[config.mk]
export PLATFORM = sky130hd
export DESIGN_NAME = dl_skid_buf
export DESIGN_NICKNAME = d
export VERILOG_FILES = /design/src/rtl/dl_skid_buf.sv
export SDC_FILE = /design/constraint.sdc
export NUM_CORES = 1
export LEC_CHECK = 0
export ABC_AREA = 1
export BUFFER_PORTS_ARGS = -buffer_cell sky130_fd_sc_hd__buf_2
export CAP_MARGIN = 25
export CORE_ASPECT_RATIO = 0.6
export CORE_MARGIN = 4
export CORE_UTILIZATION = 40
export CTS_CLUSTER_DIAMETER = 120
export DETAILED_ROUTE_END_ITERATION = 16
export GPL_TIMING_DRIVEN = 0
export SETUP_SLACK_MARGIN = 0.02
export SLEW_MARGIN = 20
export SYNTH_ARGS = -nofsm -noshare
export SYNTH_HDL_FRONTEND = slang
export SYNTH_SLANG_ARGS = --single-unit
[constraint.sdc]
create_clock -name clk -period 1.8 [get_ports clk]
set_input_delay 0.36 -clock clk [delete_from_list [all_inputs] [get_ports clk]]
set_output_delay 0.36 -clock clk [all_outputs]
set_load 0.02 [all_outputs]
[src/rtl/dl_skid_buf.sv]
// Two-entry skid buffer: registered valid/ready on both sides, full throughput,
// strict FIFO order. out_data is driven straight from the main register.
module dl_skid_buf #(
  parameter int NUM_BITS = 32
) (
  input  logic                clk,
  input  logic                rst_n,
  input  logic                flush,
  input  logic                in_valid,
  output logic                in_ready,
  input  logic [NUM_BITS-1:0] in_data,
  output logic                out_valid,
  input  logic                out_ready,
  output logic [NUM_BITS-1:0] out_data,
  output logic [1:0]          count
);

  typedef enum logic [1:0] {
    EMPTY = 2'd0,
    ONE   = 2'd1,
    FULL  = 2'd2
  } state_t;

  state_t              state, state_nx;
  logic [NUM_BITS-1:0] main_q, skid_q;
  logic                push, pop;
  logic                main_ld_in, main_ld_skid, skid_ld;

  assign push     = in_valid & in_ready;
  assign pop      = out_valid & out_ready;
  assign out_data = main_q;

  always_comb begin
    state_nx     = state;
    main_ld_in   = 1'b0;
    main_ld_skid = 1'b0;
    skid_ld      = 1'b0;
    case (state)
      EMPTY: begin
        if (push) begin
          main_ld_in = 1'b1;
          state_nx   = ONE;
        end
      end
      ONE: begin
        if (push && pop) begin
          main_ld_in = 1'b1;
        end else if (push) begin
          skid_ld  = 1'b1;
          state_nx = FULL;
        end else if (pop) begin
          state_nx = EMPTY;
        end
      end
      FULL: begin
        if (pop) begin
          main_ld_skid = 1'b1;
          state_nx     = ONE;
        end
      end
      default: state_nx = EMPTY;
    endcase
    // Flush wins over any handshake; data registers may keep stale contents.
    if (flush) begin
      state_nx     = EMPTY;
      main_ld_in   = 1'b0;
      main_ld_skid = 1'b0;
      skid_ld      = 1'b0;
    end
  end

  // Handshake outputs are flopped from the next state so neither side sees a
  // combinational path from the other.
  always_ff @(posedge clk or negedge rst_n) begin
    if (!rst_n) begin
      state     <= EMPTY;
      out_valid <= 1'b0;
      in_ready  <= 1'b1;
      count     <= 2'd0;
    end else begin
      state     <= state_nx;
      out_valid <= (state_nx != EMPTY);
      in_ready  <= (state_nx != FULL);
      count     <= (state_nx == FULL) ? 2'd2 : (state_nx == ONE) ? 2'd1 : 2'd0;
    end
  end

  always_ff @(posedge clk or negedge rst_n) begin
    if (!rst_n) begin
      main_q <= '0;
      skid_q <= '0;
    end else begin
      if (main_ld_in)        main_q <= in_data;
      else if (main_ld_skid) main_q <= skid_q;
      if (skid_ld)           skid_q <= in_data;
    end
  end

endmodule

* Yosys cells after proc, flatten, opt, wreduce, memory -nomap -nowiden
Index checks and enable logic that the tools add are counted.
Storage, ports and cells: flip-flop bits (word level) 70, input port bits 37, output and inout port bits 36, logic and storage cells 38
Cells by class: eq/ne operators 5, mux-type cells 21, bitwise gates (word level) 2, reduce and logical (&&, ||, !) cells 4
Operator list (count):
- $mux W32 | 2
- $mux W2 | 7
- $mux W1 | 10
- $pmux W2 S3 | 1
- $eq A2 B1 Y1 const B | 2
- $eq A2 B2 Y1 const B | 2
- $reduce_bool A2 Y1 | 2
- $and A1 B1 Y1 | 2
- $logic_not A2 Y1 | 1
- $ne A2 B2 Y1 const B | 1
- $pmux W1 S2 | 1
- $logic_and A1 B1 Y1 | 1

* Logic depth before layout (Yosys ltp)
Gate-level depths: netlist of run 1.
word-level depth 9, mapped depth 8, depth with buffers taken out 7

* Worst setup path before layout of run 1
No wires, ideal clock.
path kind register to register, start register in_ready, end register main_q[11] (netlist: out_data[11]), setup time 0.118 ns, arrival 1.347 ns, required time 1.682 ns, slack 0.335 ns, stages on the path, launching flop included 9, path buffers 1, cells stage by stage dfstp_2 -> nand2_1 -> inv_2 -> nand3_2 -> nand2_2 -> inv_2 -> buf_2 -> nand2_1 -> nand2_1
Between the ends: cells in the longest elaborated chain, start to end 6, elaborated cells on any way between the ends 8, those cells by class 5 x mux; 1 x bitwise; 2 x reduce/logical
Ends and longest elaborated chain:
- start, declared | line 10 | output logic in_ready,
- start signal, assigned | line 83 | in_ready <= (state_nx != FULL);
- $and A1 B1 Y1 * | line 29 | assign push = in_valid & in_ready;
- $logic_and A1 B1 Y1 | line 46 | if (push && pop) begin
- $mux W1 | line 46
- $pmux W1 S2 * | line 38 | case (state)
- $mux W1 * | line 64 | if (flush) begin
- $mux W32 or $reduce_bool A2 Y1 (tied branches)
- end signal, assigned | line 93 | if (main_ld_in) main_q <= in_data;
- end signal, assigned | line 94 | else if (main_ld_skid) main_q <= skid_q;
- end, declared | line 25 | logic [NUM_BITS-1:0] main_q, skid_q;
Every way passes the cells marked *; elsewhere a longest branch is shown, timed or not. A chain may end at the register's enable or synchronous reset.

* Worst setup path in the final report of run 1
start register in_ready, end register main_q[19] (netlist: out_data[19])
Same word-level chain as after synthesis.

==> results of run 1 <==
[cell families (layout without fill, tap and decap cells)]
group                  count (synthesis)  count (layout)
and+or+nand+nor                      211             211
AOI/OAI and AO/OA                     31              31
buffers and inverters                 88             178
DFF                                   70              70
[worst register-to-register path, cell delays in order, from the launching register on]
cell and delay (ns):
dfstp_2 0.52, nand2_1 0.10, inv_2 0.15, buf_1 0.42
nand4_1 0.17, nand3_1 0.14, nand2_1 0.05
[routing by layer]
layer	up-vias	track usage [%]
met3	10	6.85
met1	1398	29.1
li1	1439	-
met5	-	0
met2	101	26.1
met4	0	4.97
[cells in the mapped netlist]
library cell	instances	share of area (%)
nand3_1	42	6.5
clkbuf_1	6	0.70
buf_2	11	1.7
nand2_2	2	0.39
nand2_1	129	15
inv_1	62	7.2
dfrtp_1	69	54
nor2_1	2	0.23
nand3_2	1	0.31
buf_6	2	0.70
dfstp_2	1	0.82
nand4_1	33	6.4
nor2_4	1	0.35
o21ai_0	29	4.5
buf_1	5	0.58
nor2_2	1	0.19
o21ai_1	1	0.16
inv_2	2	0.23
a21oi_1	1	0.16
[power groups by stage]
stage                     Combinational (W)  Clock [W]  Sequential [W]
after floorplan                    0.000892          0         0.00292
after global placement              0.00187          0         0.00255
after detailed placement            0.00193          0         0.00258
after CTS                           0.00194    0.00182         0.00256
after global routing                0.00218    0.00190         0.00265
final                               0.00192    0.00179         0.00257
[final timing paths]
check / to
max reg2reg: out_data[19]$_DFFE_PN0P_
min: skid_q[6]$_DFFE_PN0P_
min reg2reg: out_data[14]$_DFFE_PN0P_
max: out_data[19]$_DFFE_PN0P_
max in group asynchronous: out_data[30]$_DFFE_PN0P_
min in group asynchronous: skid_q[1]$_DFFE_PN0P_
[state kept, by name, indices dropped and copies added, names as in the netlist]
signal / cells
in_ready: 1
out_valid: 1
out_data: 32
state: 2
count: 2
skid_q: 32
[what timing repair did]
action                     4_1_cts  5_1_grt
gates resized for setup          0        9
setup endpoints to repair        0       30
hold endpoints to repair        27        0
hold buffers                     1        0
[layout by cell type, fill, tap and decap left out]
cell type / Yosys / final
a21oi_1: 1 / 1
buf_1: 5 / 6
buf_16: 0 / 1
buf_2: 11 / 82
buf_4: 0 / 1
buf_6: 2 / 2
bufinv_16: 0 / 1
clkbuf_1: 6 / 3
clkbuf_16: 0 / 9
clkbuf_2: 0 / 3
clkbuf_8: 0 / 2
clkinv_2: 0 / 3
dfrtp_1: 69 / 69
dfstp_2: 1 / 1
dlygate4sd3_1: 0 / 1
inv_1: 62 / 62
inv_2: 2 / 2
nand2_1: 129 / 128
nand2_2: 2 / 3
nand3_1: 42 / 42
nand3_4: 0 / 1
nand4_1: 33 / 33
nor2_1: 2 / 2
nor2_2: 1 / 1
nor2_4: 1 / 1
o21ai_0: 29 / 29
o21ai_1: 1 / 1
[per-stage QoR]
| stage | setup slack, ns | hold WS (ns) | std cells | setup TNS [ns] |
|---|---|---|---|---|
| finish | 0.120 | 0.288 | 598 | 0 |
| global route | 0.0232 | 0.299 | 598 | 0 |
| CTS | 0.101 | 0.279 | 598 | 0 |
| detailed placement | 0.0528 | 0.322 | 581 | 0 |
| global placement | -0.0840 | 0.458 | 580 | -5.51 |
| floorplan | 0.335 | 0.0644 | 400 | 0 |
[final cells by class]
cell class                      count  area, um^2  area share, %
Buffer                             24         123           3.02
Clock buffer                       12         256           6.31
Clock inverter                      4        45.0           1.11
Inverter                           64         240           5.91
Multi-Input combinational cell    242        1110           27.4
Sequential cell                    70        1750           43.1
Tap cell                          108         135           3.32
Timing Repair Buffer               74         400           9.85
==> impl_metrics.py, run 1 <==
metrics = {
    "outcome": {
        "status": "completed",
    },
    "grt": {
        "grt.total_usage_pct": 19.3,
        "grt_overflow": 0,
        "grt_pass1_vias": 2817,
        "antenna_found_initial": 0,
        "grt_pass1_wl_um": 14200,
        "grt_max_degree": 43,
    },
    "critical_path": {
        "critPathMostFrequentCell": "nand2_1",
        "startpoint_type": "register",
        "endpoint_kind": "register",
        "cp_max_fo": 10,
        "worstSetupPathDepth": 6,
        "worstSetupStartpoint": "in_ready$_DFF_PN1_",
        "rr_worst_depth": 6,
        "worstPathRequired_ns": 2.02,
        "r2r_slack_ns": 0.12,
        "worst-path-buf-inv": 2,
        "worst_path_max_delay_cell": "dfstp_2",
        "slowest_delay_ns": 0.52,
        "crit_family": "buffers and inverters",
        "crit_type": "register to register",
        "worstPathArrival_ns": 1.90,
        "r2r_start": "in_ready$_DFF_PN1_",
        "cp_cell_sequence": "nand2_1 > inv_2 > buf_1 > nand4_1 > nand3_1 > nand2_1",
    },
    "floorplanning": {
        "core-area_mm2": 0.00785,
        "die_y_um": 77.5,
        "io_pins": 73,
        "die_w_um": 124,
        "start_util_pct": 41.0,
        "dieArea_mm2": 0.00958,
        "rows": 25,
    },
    "drt": {
        "wl_per_cell_um": 14.5,
        "first_pass_iters": 4,
        "route.met3.wl_um": 723,
        "viasPerCell": 4.93,
        "drtIter0Drc": 178,
        "met2_length_um": 3710,
        "m1WireLength_um": 4120,
        "top_layer": "met4",
        "antenna_left": 0,
        "vias": 2948,
        "finalWirelength_um": 8650,
        "drc": 0,
    },
    "layout": {
        "nNetsFinal": 522,
        "fin_util_pct": 51.8,
        "fillers": 778,
        "final_cell_area_mm2": 0.00407,
        "diodes": 0,
        "syn2layout_area_growth_pct": 26.5,
        "layout-drive-gt1-share_pct": 23.1,
    },
    "worst_hold_path": {
        "whs_path_depth": 3,
        "min_from": "in_data[6]",
        "hold_path.class": "primary input to register",
    },
    "place": {
        "io_buffers": 72,
        "hpwl_um": 6030,
        "placed_area_mm2": 0.00374,
        "finalWeightedCongestion": 0.776,
    },
    "sta": {
        "setup_viol": 0,
        "fmax_ghz": 0.595,
        "rsz0062_at_grt": "no",
        "finalCritPeriodShare_pct": 93.4,
        "slew_headroom_pct": 62.5,
        "slew_viol_final": 0,
        "worst_slew_pin_slew_ns": 0.563,
        "fin_skew_ns": 0.00631,
        "final_hold_viol_count": 0,
        "fin_crit_ns": 1.68,
    },
    "clocking": {
        "cts_tree": "done",
        "clock_sinks": 70,
        "cts_max_level": 3,
        "numCtsBuffers": 9,
        "cts.path.max_buffers": 2,
        "cts-root-buf": "clkbuf_16",
        "post_cts_buffers": 0,
        "clkLatencyLatePin_ns": 0.33,
        "clkTransAtPathRegs_ns": 0.06,
    },
    "synth": {
        "synth-xor-area-share_pct": 0,
        "ys_warn_count": 0,
        "syn_inst": 400,
        "synthAdderAreaFrac_pct": 0,
        "synth-compound-area-share_pct": 4.82,
        "synthMuxAreaShare_pct": 0,
        "synth_nets": 437,
        "synth_area_per_cell_um2": 8.04,
        "synth_seq_cells": 70,
        "synth_top_family_by_area": "simple AND/OR/NAND/NOR gates",
        "synth-simple-area-share_pct": 29.5,
        "ys_seq_area_share_pct": 54.5,
        "synth_cell_types": 19,
        "netlist_area_mm2": 0.00322,
    },
    "power_and_ir_drop": {
        "switchingPower_w": 0.00223,
        "power_frac_comb_pct": 30.6,
        "p_clk_share_pct": 28.5,
        "p_seq_share_pct": 40.9,
        "vdd_drop_max_mv": 0.708,
        "p_int_w": 0.00405,
        "p_per_area_mw_per_mm2": 1540,
        "total_power_w": 0.00628,
        "swShare_pct": 35.5,
        "leakagePower_nw": 2.33,
    },
    "job": {
        "cap_viol_max_count": 0,
    },
}
No activity file was read; power rests on OpenSTA's default activity.
==> inputs of run 2 (changes only) <==
MAX_ROUTING_LAYER = met4   (was unset)
==> run 2 against run 1 <==
Clock skew down 0.0010 ns. Via count decreased by 0.41%. Final cell count unchanged. Count of clock-buffer cells in the layout is the same. Non-clock buffer count stayed put. Critical endpoint unchanged. Highest routed layer unchanged.
==> impl_metrics.py, run 2 (synthesis gave the netlist of run 1 again) <==
metrics = {
    "place": {
        "io_buffers": 72,
        "finalWeightedCongestion": 0.786,
        "placed_cells": 581,
        "hpwl_um": 6030,
        "placed_area_mm2": 0.00374,
    },
    "clocking": {
        "clock_sinks": 70,
        "clkLatencyLatePin_ns": 0.33,
        "numCtsBuffers": 9,
        "cts-root-buf": "clkbuf_16",
        "cts.path.max_buffers": 2,
        "cts_max_level": 3,
        "cts_tree": "done",
        "clkTransAtPathRegs_ns": 0.06,
    },
    "critical_path": {
        "worst_path_max_delay_cell": "dfstp_2",
        "rr_worst_depth": 6,
        "cp_max_fo": 10,
        "crit_type": "register to register",
        "slowest_delay_ns": 0.52,
        "endpoint_kind": "register",
        "cp_cell_sequence": "nand2_1 > inv_2 > buf_1 > nand4_1 > nand3_1 > nand2_1",
        "startpoint_type": "register",
        "critPathMostFrequentCell": "nand2_1",
        "worstPathRequired_ns": 2.02,
        "worstPathArrival_ns": 1.88,
    },
    "layout": {
        "layout-drive-gt1-share_pct": 23.1,
        "final_cell_area_mm2": 0.00407,
        "nNetsFinal": 522,
        "layout.cells.non_filler": 598,
        "fin_util_pct": 51.8,
        "syn2layout_area_growth_pct": 26.5,
        "final_common_cell": "nand2_1",
        "mostFrequentLayoutCells": "128 x nand2_1, 82 x buf_2, 69 x dfrtp_1, 62 x inv_1, 42 x nand3_1",
        "diodes": 0,
    },
    "power_and_ir_drop": {
        "vdd_drop_max_mv": 0.705,
        "switchingPower_w": 0.00223,
        "power_frac_comb_pct": 30.6,
        "p_per_area_mw_per_mm2": 1540,
        "p_clk_share_pct": 28.5,
        "leakagePower_nw": 2.33,
        "p_seq_share_pct": 40.9,
        "swShare_pct": 35.6,
        "p_int_w": 0.00405,
    },
    "drt": {
        "first_pass_iters": 4,
        "drtIter0Drc": 200,
        "drc": 0,
        "antenna_left": 0,
        "viasPerCell": 4.91,
        "vias": 2936,
        "finalWirelength_um": 8670,
        "wl_per_cell_um": 14.5,
    },
    "grt": {
        "grt_max_degree": 43,
        "top_usage_layer": "met1",
        "grt_pass1_wl_um": 14300,
        "grt_overflow": 0,
        "grt.total_usage_pct": 19.9,
        "met3_usage_pct": 6.77,
        "antenna_found_initial": 0,
        "use_met2_pct": 26.0,
        "grt_pass1_vias": 2814,
        "use_met1_pct": 29.4,
    },
    "sta": {
        "finalCritPeriodShare_pct": 92.2,
        "fin_crit_ns": 1.66,
        "setup_viol": 0,
        "slew_headroom_pct": 63.5,
        "worst_slew_pin_slew_ns": 0.547,
        "fin_skew_ns": 0.00528,
        "final_hold_viol_count": 0,
        "slew_viol_final": 0,
        "setup-tns-final_ns": 0,
        "fmax_ghz": 0.602,
        "rsz0062_at_grt": "no",
    },
    "floorplanning": {
        "start_util_pct": 41.0,
        "die_y_um": 77.5,
        "core-area_mm2": 0.00785,
        "dieArea_mm2": 0.00958,
        "die_w_um": 124,
        "rows": 25,
        "io_pins": 73,
    },
    "job": {
        "cap_viol_max_count": 0,
    },
    "worst_hold_path": {
        "whs_path_depth": 3,
        "hold_path.class": "primary input to register",
    },
    "outcome": {
        "status": "completed",
    },
}
[run 2: worst max-delay path, delay by kind of cell (launching register included)]
family / cells / cell delay [ns]
buffers and inverters: 2 / 0.56
flip-flops: 1 / 0.52
AND/OR/NAND/NOR: 4 / 0.46
[run 2: metrics by stage]
stage                     power (W)  hold slack (ns)  setup WS, ns
after floorplan             0.00382           0.0644         0.335
after global placement      0.00442            0.458       -0.0840
after detailed placement    0.00450            0.322        0.0528
after CTS                   0.00632            0.279         0.101
after global routing        0.00673            0.297        0.0234
final                       0.00628            0.288         0.140
[run 2: power groups by stage]
stage	combinational [W]	sequential (W)	clock, W
final	0.00192	0.00257	0.00179
after global routing	0.00218	0.00265	0.00190
after CTS	0.00194	0.00256	0.00182
after detailed placement	0.00193	0.00258	0
after global placement	0.00187	0.00255	0
after floorplan	0.000892	0.00292	0
[run 2: cell type report]
type / count / area (um^2)
Fill cell: 778 / 3780
Sequential cell: 70 / 1750
Multi-Input combinational cell: 242 / 1110
Timing Repair Buffer: 74 / 400
Clock buffer: 12 / 256
Inverter: 64 / 240
Tap cell: 108 / 135
Buffer: 24 / 123
Clock inverter: 4 / 45.0
[run 2: what timing repair did]
item	4_1_cts	5_1_grt
setup endpoints to repair	0	30
hold buffers	1	0
setup buffers	0	0
resized for setup	0	9
endpoints found under the hold margin	27	0
[run 2: worst paths after layout]
kind                       slack (ns)                      from                  endpoint
min reg2reg                      0.47  out_data[14]$_DFFE_PN0P_  out_data[14]$_DFFE_PN0P_
min in group asynchronous        0.52                     rst_n     skid_q[1]$_DFFE_PN0P_
min                              0.29                in_data[6]     skid_q[6]$_DFFE_PN0P_
max                              0.14        in_ready$_DFF_PN1_  out_data[19]$_DFFE_PN0P_
max in group asynchronous        0.73                     rst_n  out_data[30]$_DFFE_PN0P_
max reg2reg                      0.14        in_ready$_DFF_PN1_  out_data[19]$_DFFE_PN0P_
[run 2: metal layers]
layer / wire, um / up-vias
met1: 4210 / 1387
met2: 3720 / 99
met5: 0 / -
met4: 116 / 0
li1: - / 1438
met3: 627 / 12
